**config.mk**
```make
export PLATFORM = sky130hd
export DESIGN_NAME = decim_sample_buffer_flat
export DESIGN_NICKNAME = d
export VERILOG_FILES = /design/src/rtl/decim_pkg.sv /design/src/rtl/decim_sample_buffer_if.sv /design/src/rtl/sync_fifo_fwft.sv /design/src/rtl/decim_sample_buffer.sv /design/src/flat_wrapper.sv
export SDC_FILE = /design/constraint.sdc
export NUM_CORES = 1
export LEC_CHECK = 0
export ABC_AREA = 1
export CELL_PAD_IN_SITES_DETAIL_PLACEMENT = 0
export CELL_PAD_IN_SITES_GLOBAL_PLACEMENT = 2
export CORE_MARGIN = 1.5
export CORE_UTILIZATION = 35
export CTS_CLUSTER_DIAMETER = 50
export DETAILED_ROUTE_END_ITERATION = 6
export DONT_BUFFER_PORTS = 1
export MAX_ROUTING_LAYER = met4
export PLACE_DENSITY = 0.69
export RECOVER_POWER = 100
export SLEW_MARGIN = 20
export SYNTH_ARGS = -nofsm -noshare
export SYNTH_HDL_FRONTEND = slang
export SYNTH_SLANG_ARGS = --single-unit
```
**constraint.sdc**
```tcl
create_clock -name clk -period 2.7 [get_ports clk]
set_clock_uncertainty 0.1 [all_clocks]
set_input_delay 0.135 -clock clk [delete_from_list [all_inputs] [get_ports clk]]
set_output_delay 0.135 -clock clk [all_outputs]
set_load 0.1 [all_outputs]
```
**src/rtl/decim_pkg.sv**
```systemverilog
// Shared constants and helpers for the decimating sample buffer.
// Lane helpers keep the channel-0-in-LSBs packing in one place.
package decim_pkg;

  localparam int MAX_DECIM_LOG2_DEFAULT = 4;
  localparam int DROP_CNT_W             = 16;

  typedef enum logic {
    MODE_PICK = 1'b0,
    MODE_AVG  = 1'b1
  } decim_mode_e;

  // Requested exponents beyond the supported maximum saturate rather than wrap.
  function automatic int unsigned clamp_log2(int unsigned req, int unsigned max_log2);
    return (req > max_log2) ? max_log2 : req;
  endfunction

  // Bit offset of a channel lane inside a packed multi-channel word.
  function automatic int lane_lsb(int ch, int width);
    return ch * width;
  endfunction

endpackage

```
**src/rtl/decim_sample_buffer_if.sv**
```systemverilog
// Sample-in / decimated-word-out stream bundle of the decimating sample buffer.
// The master side is the ADC/DSP environment, the slave side is the buffer.
interface decim_sample_buffer_if #(
  parameter int DATA_WIDTH = 12,
  parameter int NUM_CH     = 2
);

  logic [NUM_CH*DATA_WIDTH-1:0] din;
  logic                         din_valid;
  logic [NUM_CH*DATA_WIDTH-1:0] dout;
  logic                         dout_valid;
  logic                         dout_ready;

  modport master (
    output din, din_valid, dout_ready,
    input  dout, dout_valid
  );

  modport slave (
    input  din, din_valid, dout_ready,
    output dout, dout_valid
  );

endinterface

```
**src/rtl/sync_fifo_fwft.sv**
```systemverilog
// Single-clock show-ahead FIFO: the head entry is visible on rdata_o while valid_o is high.
// A push into a full FIFO is honoured only when a pop happens on the same edge.
module sync_fifo_fwft #(
  parameter int WIDTH = 24,
  parameter int DEPTH = 16
) (
  input  logic                         clk,
  input  logic                         rst,
  input  logic                         push_i,
  input  logic [WIDTH-1:0]             wdata_i,
  input  logic                         pop_i,
  output logic [WIDTH-1:0]             rdata_o,
  output logic                         valid_o,
  output logic                         full_o,
  output logic [$clog2(DEPTH+1)-1:0]   count_o
);

  localparam int AW = $clog2(DEPTH);
  localparam int CW = $clog2(DEPTH+1);

  logic [WIDTH-1:0] mem_q [DEPTH];
  logic [AW-1:0]    wr_ptr_q, rd_ptr_q;
  logic [CW-1:0]    count_q;
  logic             do_push, do_pop;

  assign valid_o = (count_q != '0);
  assign full_o  = (count_q == CW'(DEPTH));
  assign count_o = count_q;
  assign do_pop  = pop_i && valid_o;
  assign do_push = push_i && (!full_o || do_pop);
  assign rdata_o = valid_o ? mem_q[rd_ptr_q] : '0;

  // NOTE: storage has no reset; only pointers and count define what is valid.
  always_ff @(posedge clk) begin
    if (do_push) mem_q[wr_ptr_q] <= wdata_i;
  end

  always_ff @(posedge clk or posedge rst) begin
    if (rst) begin
      wr_ptr_q <= '0;
      rd_ptr_q <= '0;
      count_q  <= '0;
    end else begin
      if (do_push) wr_ptr_q <= wr_ptr_q + AW'(1);
      if (do_pop)  rd_ptr_q <= rd_ptr_q + AW'(1);
      case ({do_push, do_pop})
        2'b10:   count_q <= count_q + CW'(1);
        2'b01:   count_q <= count_q - CW'(1);
        default: count_q <= count_q;
      endcase
    end
  end

endmodule

```
**src/rtl/decim_sample_buffer.sv**
```systemverilog
// Multi-channel 2^d decimator (pick or mean) with a startup busy window,
// a one-word stage register and a show-ahead output FIFO with drop accounting.
module decim_sample_buffer
  import decim_pkg::*;
#(
  parameter int DATA_WIDTH     = 12,
  parameter int NUM_CH         = 2,
  parameter int LOG2_DECIM_MAX = MAX_DECIM_LOG2_DEFAULT,
  parameter int FIFO_DEPTH     = 16,
  parameter int BUSY_CYCLES    = 8
) (
  input  logic                                clk,
  input  logic                                rst,
  input  logic [$clog2(LOG2_DECIM_MAX+1)-1:0] decim_log2,
  input  logic                                avg_mode,
  output logic                                in_busy,
  output logic [$clog2(FIFO_DEPTH+1)-1:0]     fifo_count,
  output logic                                overflow,
  output logic [DROP_CNT_W-1:0]               drop_cnt,
  decim_sample_buffer_if.slave                bus
);

  localparam int DL_W   = $clog2(LOG2_DECIM_MAX+1);
  localparam int ACC_W  = DATA_WIDTH + LOG2_DECIM_MAX;
  localparam int WORD_W = NUM_CH * DATA_WIDTH;
  localparam int SC_W   = (LOG2_DECIM_MAX > 0) ? LOG2_DECIM_MAX : 1;
  localparam int BUSY_W = $clog2(BUSY_CYCLES+2);

  logic [BUSY_W-1:0]     busy_cnt_q;
  logic                  accept;
  logic [SC_W-1:0]       samp_cnt_q, samp_cnt_d;
  logic [SC_W:0]         win_max;
  logic [DL_W-1:0]       d_q, d_eff;
  decim_mode_e           mode_q, mode_eff;
  logic                  first, last;
  logic [WORD_W-1:0]     result;
  logic                  stage_valid_q;
  logic [WORD_W-1:0]     stage_data_q;
  logic                  fifo_full, push, pop, drop;
  logic                  overflow_q;
  logic [DROP_CNT_W-1:0] drop_cnt_q;

  assign in_busy = (busy_cnt_q != BUSY_W'(BUSY_CYCLES));
  assign accept  = bus.din_valid && !in_busy;

  // NOTE: sequential state uses non-blocking assignments so every register samples pre-edge values.
  always_ff @(posedge clk or posedge rst) begin
    if (rst)          busy_cnt_q <= '0;
    else if (in_busy) busy_cnt_q <= busy_cnt_q + BUSY_W'(1);
  end

  // Rate and mode come live from the ports on a window's first sample, then from the latches.
  // NOTE: every combinational output gets a default first so no latch is inferred.
  always_comb begin
    first      = (samp_cnt_q == '0);
    d_eff      = first ? DL_W'(clamp_log2(32'(decim_log2), 32'(LOG2_DECIM_MAX))) : d_q;
    mode_eff   = first ? decim_mode_e'(avg_mode) : mode_q;
    win_max    = ((SC_W+1)'(1) << d_eff) - (SC_W+1)'(1);
    last       = ({1'b0, samp_cnt_q} == win_max);
    samp_cnt_d = samp_cnt_q;
    if (accept) samp_cnt_d = last ? '0 : samp_cnt_q + SC_W'(1);
  end

  for (genvar ch = 0; ch < NUM_CH; ch++) begin : g_lane
    localparam int LSB = lane_lsb(ch, DATA_WIDTH);
    logic signed [DATA_WIDTH-1:0] sample;
    logic signed [ACC_W-1:0]      acc_q, acc_d;

    assign sample = bus.din[LSB +: DATA_WIDTH];
    assign acc_d  = first ? ACC_W'(sample) : acc_q + ACC_W'(sample);
    // Arithmetic shift floors the mean; the low DATA_WIDTH bits always hold it.
    assign result[LSB +: DATA_WIDTH] =
      (mode_eff == MODE_AVG) ? DATA_WIDTH'(acc_d >>> d_eff) : sample;

    always_ff @(posedge clk or posedge rst) begin
      if (rst)         acc_q <= '0;
      else if (accept) acc_q <= acc_d;
    end
  end

  always_ff @(posedge clk or posedge rst) begin
    if (rst) begin
      samp_cnt_q    <= '0;
      d_q           <= '0;
      mode_q        <= MODE_PICK;
      stage_valid_q <= 1'b0;
      stage_data_q  <= '0;
    end else begin
      samp_cnt_q <= samp_cnt_d;
      if (accept && first) begin
        d_q    <= d_eff;
        mode_q <= mode_eff;
      end
      stage_valid_q <= accept && last;
      if (accept && last) stage_data_q <= result;
    end
  end

  // The stage register never stalls: a word that finds the FIFO full and not draining is lost.
  assign pop  = bus.dout_valid && bus.dout_ready;
  assign push = stage_valid_q && (!fifo_full || pop);
  assign drop = stage_valid_q && fifo_full && !pop;

  sync_fifo_fwft #(
    .WIDTH (WORD_W),
    .DEPTH (FIFO_DEPTH)
  ) u_fifo (
    .clk     (clk),
    .rst     (rst),
    .push_i  (push),
    .wdata_i (stage_data_q),
    .pop_i   (pop),
    .rdata_o (bus.dout),
    .valid_o (bus.dout_valid),
    .full_o  (fifo_full),
    .count_o (fifo_count)
  );

  always_ff @(posedge clk or posedge rst) begin
    if (rst) begin
      overflow_q <= 1'b0;
      drop_cnt_q <= '0;
    end else if (drop) begin
      overflow_q <= 1'b1;
      if (drop_cnt_q != '1) drop_cnt_q <= drop_cnt_q + DROP_CNT_W'(1);
    end
  end

  assign overflow = overflow_q;
  assign drop_cnt = drop_cnt_q;

endmodule

```
**src/flat_wrapper.sv**
```systemverilog
// flat-port wrapper written by rule: the top's interface ports become plain ports
module decim_sample_buffer_flat import decim_pkg::*;
#(
  parameter int DATA_WIDTH     = 12,
  parameter int NUM_CH         = 2,
  parameter int LOG2_DECIM_MAX = MAX_DECIM_LOG2_DEFAULT,
  parameter int FIFO_DEPTH     = 16,
  parameter int BUSY_CYCLES    = 8
)
  (clk, rst, decim_log2, avg_mode, in_busy, fifo_count, overflow, drop_cnt, bus_din, bus_din_valid, bus_dout_ready, bus_dout, bus_dout_valid);
  decim_sample_buffer_if #(.DATA_WIDTH(DATA_WIDTH), .NUM_CH(NUM_CH)) bus_i ();
  input  logic clk;
  input  logic rst;
  input  logic [$clog2(LOG2_DECIM_MAX+1)-1:0] decim_log2;
  input  logic avg_mode;
  output logic in_busy;
  output logic [$clog2(FIFO_DEPTH+1)-1:0] fifo_count;
  output logic overflow;
  output logic [DROP_CNT_W-1:0] drop_cnt;
  input wire logic [$bits(bus_i.din)-1:0] bus_din;
  input wire logic [$bits(bus_i.din_valid)-1:0] bus_din_valid;
  input wire logic [$bits(bus_i.dout_ready)-1:0] bus_dout_ready;
  output wire logic [$bits(bus_i.dout)-1:0] bus_dout;
  output wire logic [$bits(bus_i.dout_valid)-1:0] bus_dout_valid;
  assign bus_i.din = bus_din;
  assign bus_i.din_valid = bus_din_valid;
  assign bus_i.dout_ready = bus_dout_ready;
  assign bus_dout = bus_i.dout;
  assign bus_dout_valid = bus_i.dout_valid;
  decim_sample_buffer #(.DATA_WIDTH(DATA_WIDTH), .NUM_CH(NUM_CH), .LOG2_DECIM_MAX(LOG2_DECIM_MAX), .FIFO_DEPTH(FIFO_DEPTH), .BUSY_CYCLES(BUSY_CYCLES)) u_core (.clk(clk), .rst(rst), .decim_log2(decim_log2), .avg_mode(avg_mode), .in_busy(in_busy), .fifo_count(fifo_count), .overflow(overflow), .drop_cnt(drop_cnt), .bus(bus_i));
endmodule
```
# Yosys cells after proc, flatten, opt, wreduce, memory -nomap -nowiden
# Memories as Yosys holds them, arrays and structs flattened.
# Cells that the tools add are included.
# totals
regBits	99
mem_bits_rw	384
inputBits	32
out_inout_bits	48
word_cells	64
n_memories	1
# mem_list
name	words	width	read_ports	rd_ports_with_merged_regs	write_ports	line_no	source
u_core.u_fifo.mem_q	16	24	1	0	1	sync_fifo_fwft.sv:21	logic [WIDTH-1:0] mem_q [DEPTH];
# op_classes
add_sub_neg	10
n_lt_le_gt_ge	1
eq_ne	6
shifts	3
muxes	12
n_reduce_logical	18
# ops
op	count
adder 16 x 12 -> 16 bit	2
two-way mux 16 bit	2
>>> shifter 16 x 3 -> 12 bit	2
two-way mux 12 bit	2
two-way mux 24 bit	1
adder 16 x 1 -> 16 bit (second input constant)	1
adder 4 x 1 -> 4 bit (second input constant)	4
!= test 16 bit (second input constant)	1
one-hot mux 5 bit (2 select lines)	1
logical AND 1 bit	9
two-way mux 3 bit	2
adder 5 x 1 -> 5 bit (second input constant)	1
equality test 4 x 5 -> 1 bit	1
equality test 5 bit (second input constant)	1
nonzero test 5 bit	1
<< shifter 1 x 3 -> 5 bit (first input constant)	1
subtractor 5 x 1 -> 5 bit (second input constant)	1
subtractor 5 x 2 -> 5 bit (second input constant)	1
zero test 4 bit	1
two-way mux 4 bit	1
!= test 4 bit (second input constant)	1
> comparator 3 bit (second input constant)	1
zero test 1 bit	3
two-way mux 1 bit	3
other kinds (5)	6

# Longest topological paths before layout
# depth
depth_word	7
ltp_mapped	18

# Cells and area by module
# A second synthesis with hierarchy kept.
# unflattened
hier_cells	2444
hier_area_um2	23374.9
# modules_own_cells
module	instances	cells_each	area_per_inst_um2
sync_fifo_fwft	1	1369	16360.7
decim_sample_buffer	1	1075	7014.2

# Worst setup path after synthesis
# Ideal clock, no wire load.
# synth_timing
kind	register to register
start	reg u_core.u_fifo.count_q[0], in the netlist u_core.u_fifo.count_o[0]
end	reg u_core.u_fifo.count_q[4], in the netlist u_core.u_fifo.count_o[4]
arrival_ps	3473
t_required_ps	2437
path_slack_ps	-1036
path_stages_with_launch	16
period_less_slack_ps	3736
path_cell_list	dfrtp_1 nor4_1 inv_1 nor2_1 inv_1 nand2_1 inv_1 ha_1 ha_1 nand2_1 nor2_1 a211oi_1 nand2_1 nand2_1 nor2_1 xor2_1
# synth_between
elab_chain_len	7
word_cells_on_any_way	15
cone_classes	add/sub (2); eq/ne (3); mux (1); reduce/logical (9)
# synth_rtl
item	line_no	source
start, declared	sync_fifo_fwft.sv:23	logic [CW-1:0] count_q;
start signal, assigned	sync_fifo_fwft.sv:47	2'b10: count_q <= count_q + CW'(1);
start signal, assigned	sync_fifo_fwft.sv:48	2'b01: count_q <= count_q - CW'(1);
start signal, assigned	sync_fifo_fwft.sv:49	default: count_q <= count_q;
nonzero test 5 bit (*)	sync_fifo_fwft.sv:26	assign valid_o = (count_q != '0);
via bus_dout_valid	flat_wrapper.sv:24	output wire logic [$bits(bus_i.dout_valid)-1:0] bus_dout_valid;
logical AND 1 bit	decim_sample_buffer.sv:100	assign pop = bus.dout_valid && bus.dout_ready;
logical AND 1 bit (*)	sync_fifo_fwft.sv:29	assign do_pop = pop_i && valid_o;
via u_core.u_fifo.do_pop	sync_fifo_fwft.sv:24	logic do_push, do_pop;
logical OR 1 bit	sync_fifo_fwft.sv:30	assign do_push = push_i && (!full_o || do_pop);
logical AND 1 bit	sync_fifo_fwft.sv:30	
equality test 2 x 1 -> 1 bit / equality test 2 bit (equally long branches)	sync_fifo_fwft.sv:46	case ({do_push, do_pop})
one-hot mux 5 bit (2 select lines) / nonzero test 2 bit (equally long branches)	--	
# Mark *: on every way through the listed nets, which the timed path passes. The rest lies on a longest branch.
# A chain may end at the register's enable or synchronous reset.

# Final worst setup path
# layout_timing
start	reg u_core.samp_cnt_q[0]
end	reg u_core.stage_data_q[16]
# layout_between
elab_chain_len	6
word_cells_on_any_way	10
cone_classes	add/sub (1); eq/ne (1); shift (2); mux (4); reduce/logical (2)
# layout_rtl
item	line_no	source
start, declared	decim_sample_buffer.sv:31	logic [SC_W-1:0] samp_cnt_q, samp_cnt_d;
start signal, assigned	decim_sample_buffer.sv:89	samp_cnt_q <= samp_cnt_d;
zero test 4 bit	decim_sample_buffer.sv:55	first = (samp_cnt_q == '0);
two-way mux 3 bit	decim_sample_buffer.sv:56	d_eff = first ? DL_W'(clamp_log2(32'(decim_log2), 32'(LOG2_DECIM_MAX))) : d_q;
<< shifter 1 x 3 -> 5 bit	decim_sample_buffer.sv:58	win_max = ((SC_W+1)'(1) << d_eff) - (SC_W+1)'(1);
subtractor 5 x 2 -> 5 bit	decim_sample_buffer.sv:58	
equality test 4 x 5 -> 1 bit	decim_sample_buffer.sv:59	last = ({1'b0, samp_cnt_q} == win_max);
logical AND 1 bit	decim_sample_buffer.sv:95	if (accept && last) stage_data_q <= result;
end signal, assigned	decim_sample_buffer.sv:95	
end, declared	decim_sample_buffer.sv:38	logic [WORD_W-1:0] stage_data_q;
# Several ways; a longest one is shown, not always the timed one.

==> out/summary.log <==
qor: global_route.grt_first_pass_wirelength 110,000 µm
qor: routing.drt_first_pass_iters 5
qor: setup_path.timing.rr.start u_core.samp_cnt_q[0]
qor: synth.netlist_area 22,800 µm²
qor: timing.fin_ws -54.4 ps
qor: layout.num-nets-final 2,557
qor: worst_hold_path.hold-path-endpoint u_core.stage_data_q[3]
qor: routing.wl 76,400 µm
qor: cts.clock_sink_count 483
qor: power_and_ir_drop.leakage 11.7 nW
qor: cts.clkTransAtPathRegs 50 ps
qor: die.floorplan.initialDensity 35.4%
qor: setup_path.setup.worst_path.end_class register
qor: cts.clk_path_buf_depth 3
qor: setup_path.classification_of_the_worst_setup_path register to register
qor: timing.slew-limit-headroom 6.36%
qor: flow_run.drv_cap 0
qor: synth.synth_cell_type_count 42
qor: routing.via_count 17.8k
qor: global_route.antenna_found_initial 1
qor: worst_hold_path.worstHoldStart decim_log2[2]
qor: synth.syn_area_per_cell 9.97 µm²
qor: die.die_area 66,600 µm²
qor: setup_path.path_delay_family simple AND/OR/NAND/NOR gates
qor: global_route.overflow 0
qor: timing.layout_worst_path_cycle_share 102%
qor: worst_hold_path.worstHoldPathCells 5
qor: layout.drive_above_1_share 20.3%
qor: timing.fin_crit 2750 ps
qor: timing.clock.fmax 363 MHz
qor: timing.worst_pin_slew 1400 ps
qor: setup_path.timing.critical_path.cells inv_2, ha_4, nand3_4, o21ai_4, inv_2, nor2_4, inv_2, ha_4, xor2_1, nand3_1, nor2_2, nand3_4, clkbuf_16, nor2_2, a21boi_2
qor: synth.synth-main-ff-cell edfxtp_1
qor: setup_path.data_arrival_critical_path 3120 ps
qor: run_status.status complete, but fails checks
qor: synth.synthesis.instances 2,283
qor: global_route.maximum_number_of_pins_on_one_net_before_global_route_repair 53
qor: cts.numCtsBuffers 66
qor: setup_path.critical_path_buf_inv_count 4
qor: global_route.via_count_of_the_first_global_routing_pass 17.4k
qor: die.die_w 258 µm
qor: synth.syn-num-nets 2,363
qor: routing.antenna_violating_nets_post_route 0
qor: cts.root_buffer clkbuf_16
qor: timing.report.final.hold_viol_count 0
qor: synth.postSynth.asyncResetShare 20.5%
qor: die.io_pins 80
qor: setup_path.most_used_cell_cp inv_2
qor: routing.post-route-drc-count 0
qor: die.row_count 93
qor: worst_hold_path.type_of_the_tightest_min_delay_check input pin to register
qor: global_route.groute.usage.overall 22.7%
qor: synth.synth-seq-area-share 61.5%
qor: synth.synth-edff-count 384
qor: place.detailedPlacementHpwl 42,600 µm
qor: setup_path.timing.critical_path.required 3070 ps
qor: setup_path.worstRegToRegCells 15
qor: die.floorplan.die.height 258 µm
qor: layout.final.fill_count 5,924
qor: layout.synthToLayoutAreaGrowth 31.8%
qor: layout.utilization 46.6%
qor: setup_path.critPathMaxFanout 7
qor: routing.wire_per_inst 22.6 µm
qor: synth.synth.ff_latch_count 483
qor: cts.clkLatencyLatePin 610 ps
qor: cts.tritoncts built
qor: setup_path.timing.critical_path.slowest_cell_delay 380 ps
qor: synth.yosys_warnings 0
qor: setup_path.crit-reg2reg-capture u_core.stage_data_q[16]
qor: timing.final-max-slew-violation-count 0
qor: setup_path.rrSetupSlack -50 ps
qor: routing.number_of_drc_markers_in_iteration_0 1,358
qor: place.io_buffer_count 0
qor: routing.via_per_inst 5.26
qor: power_and_ir_drop.ir_drop 603 µV
qor: die.placeableCoreArea 64,300 µm²
qor: place.gpl.final_weighted_congestion 0.810
qor: power_and_ir_drop.p_per_area 1390 nW/µm²
qor: setup_path.timing.critical_path.from_type register
qor: cts.clock_tree.htree_level_count 3
qor: timing.finalSetupViolations 33
qor: timing.rsz0062_at_grt yes
qor: setup_path.critPathSlowestCell dfrtp_1
qor: run_status.violations negative setup slack
qor: power_and_ir_drop.pnr_total_power 41.7 mW
sequential cells by signal, indices dropped and copies added (netlist names):
register and cells:
u_core.u_fifo.rd_ptr_q 4, u_core.drop_cnt 16, u_core.u_fifo.count_o 5, u_core.d_q 3
u_core.busy_cnt_q 4, u_core.stage_valid_q 1, u_core.u_fifo.wr_ptr_q 4, u_core.stage_data_q 24
u_core.g_lane.acc_q 32, u_core.samp_cnt_q 4, u_core.mode_q 1, u_core.u_fifo.mem_q 384
u_core.overflow 1
how the worst max path moves through the flow:
stage,startpoint,endpoint,slack [ps],depth (start not counted)
floorplan,u_core.u_fifo.count_o[3],u_core.u_fifo.count_o[4],-570,15
global placement,u_core.samp_cnt_q[0],u_core.stage_data_q[0],80,18
detailed placement,u_core.samp_cnt_q[1],u_core.stage_data_q[17],10,17
CTS,u_core.u_fifo.rd_ptr_q[0],bus_dout[23],-90,9
global route,u_core.samp_cnt_q[0],u_core.stage_data_q[16],-200,15
finish,u_core.samp_cnt_q[0],u_core.stage_data_q[16],-50,15
worst min-delay path: cells and delay by family:
family / cells / cell delay [ps]
AO/OA/AOI/OAI: 3 / 290
buffers and inverters: 1 / 190
AND/OR/NAND/NOR: 1 / 60
report_power, final:
group          leakage [nW]  total (mW)  switching, mW  internal (mW)
registers              4.62        10.5           1.13           9.34
clock network          1.07        8.77           3.43           5.34
logic                  5.98        22.5           14.1           8.34
total                  11.7        41.7           18.7           23.0
cell usage in the layout (no fill, tap or decap), types with 20 or more instances in the layout:
master	Yosys	routed
a21oi_1	52	20
ha_1	45	40
nand2_1	385	369
nor2_4	0	33
buf_12	0	47
o221ai_1	66	50
o21ai_1	5	43
dlygate4sd3_1	0	33
nor2_2	4	25
inv_2	12	20
nand3_1	223	209
dfrtp_1	99	92
o22ai_1	31	27
nor2_1	316	262
edfxtp_1	384	384
inv_1	171	157
clkbuf_1	99	26
buf_4	2	71
buf_16	0	26
clkbuf_16	0	88
a21oi_2	0	22
xor2_1	27	27
o21ai_0	257	202
logic make-up (layout without fill, tap and decap cells):
kind of cell | count (synthesis) | in the layout | share of synthesized area (%)
buffers and inverters | 300 | 545 | 5.07
xor gates and xnor gates | 37 | 37 | 1.42
adders and majority gates | 48 | 48 | 2.74
other | 0 | 1 | 0
and+or+nand+nor | 971 | 971 | 17.8
DFF | 483 | 483 | 61.5
AOI/OAI and AO/OA | 443 | 443 | 11.4
muxes | 1 | 1 | 0.0440
cell type report:
| cell class | instances | area, µm² | share of cell area (%) |
|---|---|---|---|
| Timing Repair Buffer | 240 | 3330 | 11.1 |
| Tap cell | 855 | 1070 | 3.56 |
| Inverter | 183 | 731 | 2.43 |
| Timing Repair inverter | 3 | 55.1 | 0.183 |
| Multi-Input combinational cell | 1500 | 8580 | 28.6 |
| Clock buffer | 76 | 1770 | 5.91 |
| Antenna cell | 1 | 2.50 | 0.00834 |
| Clock inverter | 43 | 450 | 1.50 |
| Sequential cell | 483 | 14000 | 46.7 |
synthesized netlist by cell type, types with 2 or more instances:
cell	instances	area [µm²]
a21boi_1	10	75.1
a21oi_1	52	260
a221oi_1	2	17.5
and2_1	4	25.0
buf_1	9	33.8
buf_2	5	25.0
buf_4	2	15.0
buf_6	2	22.5
clkbuf_1	99	372
dfrtp_1	99	2480
edfxtp_1	384	11500
fa_1	3	60.1
ha_1	45	563
inv_1	171	642
inv_2	12	45.0
nand2_1	385	1450
nand2_2	2	12.5
nand3_1	223	1120
nand3b_1	6	45.0
nand4_1	11	68.8
nor2_1	316	1190
nor2_2	4	25.0
nor3_1	11	55.1
nor4_1	2	12.5
o211ai_1	2	15.0
o21a_1	12	90.1
o21ai_0	257	1290
o21ai_1	5	25.0
o21bai_1	2	15.0
o221ai_1	66	578
o22ai_1	31	194
or2_2	4	25.0
xnor2_1	10	87.6
xor2_1	27	236
what timing repair did:
action / in CTS / in global routing
pin swaps: 31 / 84
endpoints found under the hold margin: 163 / 0
buffers inserted: 18 / 16
gates resized for setup: 65 / 220
hold buffers: 33 / 0
gates cloned: 19 / 23
setup endpoints to repair: 25 / 52
metal layers:
metal | up-vias | track usage, % | share of wire [%]
met2 | 498 | 37.3 | 50
met1 | 8781 | 28.9 | 42
met3 | 132 | 3.47 | 5.2
met4 | 0 | 7.00 | 2.6
li1 | 8392 | - | -
met5 | - | - | 0
per-stage QoR:
stage | area [µm²] | setup TNS, ps | setup slack [ps] | cells | hold slack (ps)
2_1_floorplan | 23000 | -15320 | -571 | 2283 | 192
3_3_place_gp | 25200 | 0 | 79.6 | 3149 | 8.24
3_5_place_dp | 25300 | 0 | 10.1 | 3155 | 18.9
4_1_cts | 28700 | -676 | -85.9 | 3344 | 12.5
5_1_grt | 30000 | -7280 | -201 | 3384 | 32.8
6_report | 30000 | -707 | -54.4 | 3384 | 31.7
(Power assumes the default switching activity.)
